==> config.mk <==
export PLATFORM = sky130hd
export DESIGN_NAME = input_debouncer
export DESIGN_NICKNAME = d
export VERILOG_FILES = /design/src/rtl/input_debouncer.sv
export SDC_FILE = /design/constraint.sdc
export NUM_CORES = 1
export LEC_CHECK = 0
export BUFFER_PORTS_ARGS = -buffer_cell sky130_fd_sc_hd__buf_4
export CAP_MARGIN = 20
export CELL_PAD_IN_SITES_DETAIL_PLACEMENT = 1
export CELL_PAD_IN_SITES_GLOBAL_PLACEMENT = 2
export CORE_AREA = 3 3 40 42
export DETAILED_ROUTE_END_ITERATION = 16
export DIE_AREA = 0 0 43 45
export HOLD_SLACK_MARGIN = 0.02
export MAX_ROUTING_LAYER = met4
export PLACE_DENSITY = 0.56
export SYNTH_ARGS = -nofsm -noshare
export SYNTH_HDL_FRONTEND = slang
export SYNTH_SLANG_ARGS = --single-unit
==> constraint.sdc <==
create_clock -name clk -period 1.45 [get_ports clk]
set_clock_uncertainty 0.1 [all_clocks]
set_input_delay 0.29 -clock clk [delete_from_list [all_inputs] [get_ports clk]]
set_output_delay 0.29 -clock clk [all_outputs]
set_load 0.05 [all_outputs]
==> src/rtl/input_debouncer.sv <==
// Synchronizes a raw asynchronous line and accepts a level change only after it
// has held for STABLE_CYCLES synchronized clocks; emits one-cycle rise/fall pulses.
module input_debouncer #(
  parameter int unsigned SYNC_STAGES   = 2,
  parameter int unsigned STABLE_CYCLES = 4,
  parameter logic        RESET_VAL     = 1'b0,
  parameter int unsigned CNT_WIDTH     = $clog2(STABLE_CYCLES + 1)
) (
  input  logic clk,
  input  logic rst,
  input  logic data_in,
  output logic data_out,
  output logic rise,
  output logic fall,
  output logic busy
);

  typedef enum logic {
    STABLE  = 1'b0,
    PENDING = 1'b1
  } state_e;

  localparam logic [CNT_WIDTH-1:0] CNT_LAST = CNT_WIDTH'(STABLE_CYCLES - 1);

  logic [SYNC_STAGES-1:0] chain_q;
  logic                   sync_q;
  state_e                 state_q, state_d;
  logic [CNT_WIDTH-1:0]   cnt_q, cnt_d;
  logic                   data_q, data_d;
  logic                   rise_q, rise_d;
  logic                   fall_q, fall_d;

  assign sync_q = chain_q[SYNC_STAGES-1];

  always_ff @(posedge clk or posedge rst) begin
    if (rst) begin
      chain_q <= {SYNC_STAGES{RESET_VAL}};
      state_q <= STABLE;
      cnt_q   <= '0;
      data_q  <= RESET_VAL;
      rise_q  <= 1'b0;
      fall_q  <= 1'b0;
    end else begin
      chain_q <= {chain_q[SYNC_STAGES-2:0], data_in};
      state_q <= state_d;
      cnt_q   <= cnt_d;
      data_q  <= data_d;
      rise_q  <= rise_d;
      fall_q  <= fall_d;
    end
  end

  // A return to the current level aborts qualification; otherwise count until acceptance.
  always_comb begin
    state_d = state_q;
    cnt_d   = cnt_q;
    data_d  = data_q;
    rise_d  = 1'b0;
    fall_d  = 1'b0;
    if (sync_q == data_q) begin
      cnt_d   = '0;
      state_d = STABLE;
    end else if (cnt_q == CNT_LAST) begin
      data_d  = sync_q;
      cnt_d   = '0;
      state_d = STABLE;
      rise_d  = sync_q;
      fall_d  = ~sync_q;
    end else begin
      cnt_d   = cnt_q + CNT_WIDTH'(1);
      state_d = PENDING;
    end
  end

  always_comb begin
    data_out = data_q;
    rise     = rise_q;
    fall     = fall_q;
    busy     = (state_q == PENDING);
  end

endmodule

==> summary.md <==
| Metric | Value |
|---|---|
| Status | completed |
| Yosys top cell area share | approximately 67% |
| IO Pins | 7 |
| Hold path start | chain_q[0] |
| Post-synth EDFFs | 0 |
| Longest Clk Path Bufs | 2 |
| CP Class | reg -> out |
| Slew margin rel. | between 70% and 80% |
| Final setup fails | 0 |
| Total vias in the final route | 195 |
| Cell variety after synth | 11 |
| Clock Tree Root | clkbuf_4 |
| Mapped Area | about 340 µm² |
| Vias in the first global route | approximately 180 |
| Htree depth | 1 |
| PwrDens | about 1900 nW/µm² |
| Sw Ratio | 38.2% |
| Peak VDD IR | approximately 0.68 mV |
| CTS tree | done |
| Reg2Reg Launch Point | cnt_q[0] |
| Final hold violation count | 0 |
| Worst slack, placed | 0.116 ns |
| Tmin final | ~1.3 ns |
| CP max stage delay | between 0.4 and 0.5 ns |
| Pin count of the biggest net entering global routing | 10 |
| Final Net Count | 37 |
| Flop2flop setup slack | approximately 0.13 ns |
| Synth Register Bits | 9 |
| Clock power share | between 20% and 30% |
| RePlAce Congestion | approximately 0.63 |
| Initial Utilization | a little over a quarter |
| Post-synth ARST share | between 90% and 100% |
| Overall power | 0.859 mW |
| Period utilisation layout | around 91% |
| Num CTS Buffers | 3 |
| CTS Sinks | 9 |
| I/O Buffers | 6 |
| Total Routing Usage GR | 7.04% |
| Total DRC errors in the routed layout | 0 |
| Sequential area share after synthesis | roughly two thirds |
| Synth top cells by count | dfrtp_1 (9), and3b_2 (2) |
| DR iter-0 viols | 1 |
| CTS resizes | 0 |
| Placed cells | 41 |
| Crit. Startpoint | data_out |
| Placed cell area | roughly 400 µm² |
| Clock transition at the registers of the reported paths | about 0.070 ns |
| Fin. max-slew vios | 0 |
| Layout cells sized above 1 | between 50% and 60% |
| Crit-path max FO | 5 |
| DRT Pass-1 Iters | 2 |
| Finished Cell Area | 447 µm² |
| Combinational Power Share | between 30% and 40% |
| Synthesized Nets | 24 |
| Setup crit start kind | flip-flop |
| Routed Antenna Nets | 0 |
| # fillers | approximately 150 |
| Hold Path End | chain_q[1] |
| Synthesized netlist cell count | 20 |
| Top cells by area, synth | dfrtp_1 (67%), and3b_2 (6.0%), xnor2_2 (4.9%) |
| CP max-delay cell | dfrtp_1 |
| Die Area | 1940 µm² |
| Ant diodes | 0 |
| Cell depth of the worst flop-to-flop path | 3 |
| Final WS setup | about 0.13 ns |
| Finished Core Util | roughly a third |
| Core Region | between 1000 and 1500 µm² |
| CP delay by family, top | flip-flops |
| Unrepaired setup endpoints after global routing | no |
| Area Growth Syn to Fin | 33.2% |
| Maxcap violations | 0 |
| FF-to-FF End | data_out |
| Count leader, synth | dfrtp_1 |
| P_int | between 0.5 and 0.6 mW |
| Min-Delay Path Depth | 0 |
| Width of the chip | around 43 µm |
| Lkg Pwr | 0.225 nW |
| Worst-margin pin slew | between 0.3 and 0.4 ns |
| First-pass GRT wire length | roughly 830 µm |
| Final WL | 528 µm |
| P_sw | around 0.33 mW |
| Die Y | 45 µm |
| Row count | 13 |
| Synth Warn # | 0 |
| Detailed placement HPWL | 390 µm |
| Worst Path Arrival | 0.93 ns |
| Vias/cell | roughly 4.1 |
| Synth Flop Type | dfrtp_1 |
| Post-DR wirelength/cell | ~11 µm |
| Worst path buffer plus inverter count | 1 |
| Setup TNS Final | 0 ns |
| Reg power frac | between 40% and 50% |
| FMAX | ~0.76 GHz |
| Crit. End Element | primary output |
| Worst Hold Class | reg -> reg |
| Worst hold slack | approximately 0.26 ns |
| Grt total ovfl | 0 |
| Required @ worst endpoint | 1.06 ns |
| Initial antenna violation count | 0 |
| Finished Layout Cells | between 40 and 50 |
| CP cell instances | buf_4 |
| Clock Latency Late Sink | roughly 0.27 ns |
| Syn Area/Cell | approximately 17 µm² |
| Area leader, netlist | dfrtp_1 |
[placed cells by master, fill, tap and decap left out]
cell | netlist | layout
clkinv_2 | 0 | 1
nor2b_1 | 1 | 1
mux2_1 | 1 | 1
nor3_2 | 1 | 1
nor2_1 | 1 | 1
dfrtp_1 | 9 | 9
xnor2_2 | 1 | 1
clkbuf_4 | 0 | 3
and3b_2 | 2 | 2
inv_1 | 1 | 1
nor3b_2 | 1 | 1
dlygate4sd3_1 | 0 | 2
ha_1 | 1 | 1
buf_4 | 0 | 6
nor2b_4 | 1 | 1
[power groups by stage]
stage / Sequential [mW] / Combinational, mW / Clock (mW)
6_report: 0.351 / 0.311 / 0.197
2_1_floorplan: 0.463 / 0.113 / 0
3_5_place_dp: 0.357 / 0.315 / 0
3_3_place_gp: 0.350 / 0.302 / 0
4_1_cts: 0.353 / 0.318 / 0.207
5_1_grt: 0.361 / 0.328 / 0.221
[cell families (layout without fill, tap and decap cells)]
family	after synthesis	after routing	synth area share [%]
buffers and inverters	1	13	1.12
flip-flops	9	9	67.2
XOR/XNOR	1	1	4.85
multiplexers	1	1	3.36
AND/OR/NAND/NOR	7	7	19.8
adder cells (fa/ha/maj)	1	1	3.73
[worst max path at each step]
stage / end / slack, ns / cells after the start
3_5_place_dp: data_out / 0.12 / 3
2_1_floorplan: data_out / 0.21 / 3
6_report: data_out / 0.13 / 1
3_3_place_gp: data_out / 0.15 / 3
5_1_grt: data_out / 0.07 / 1
4_1_cts: data_out / 0.11 / 3
[flip-flops by register name, summed over array words and instances (netlist names)]
register and count:
cnt_q 3, chain_q 2, busy 1, data_out 1, fall 1, rise 1
[area by class of cell]
cell class	instances	area [µm²]	share of cell area (%)
Multi-Input combinational cell	10	106	23.8
Sequential cell	9	225	50.4
Clock buffer	3	22.5	5.04
Timing Repair Buffer	8	65.1	14.6
Inverter	1	3.75	0.840
Tap cell	15	18.8	4.20
Clock inverter	1	5.00	1.12
[per-layer routing]
metal  global-route usage (%)  wire (µm)  vias to the layer above
met5                        -          0                        -
met4                     10.8         17                        0
met3                     2.79         42                        2
met2                     8.68        247                        8
met1                     6.75        221                       96
li1                         -          -                       89
[timing repair]
action                                 in CTS  in global routing
endpoints found under the hold margin      10                  0
setup buffers                               0                  0
hold buffers                                2                  0
Note: power is estimated with default switching activity, not from simulation.
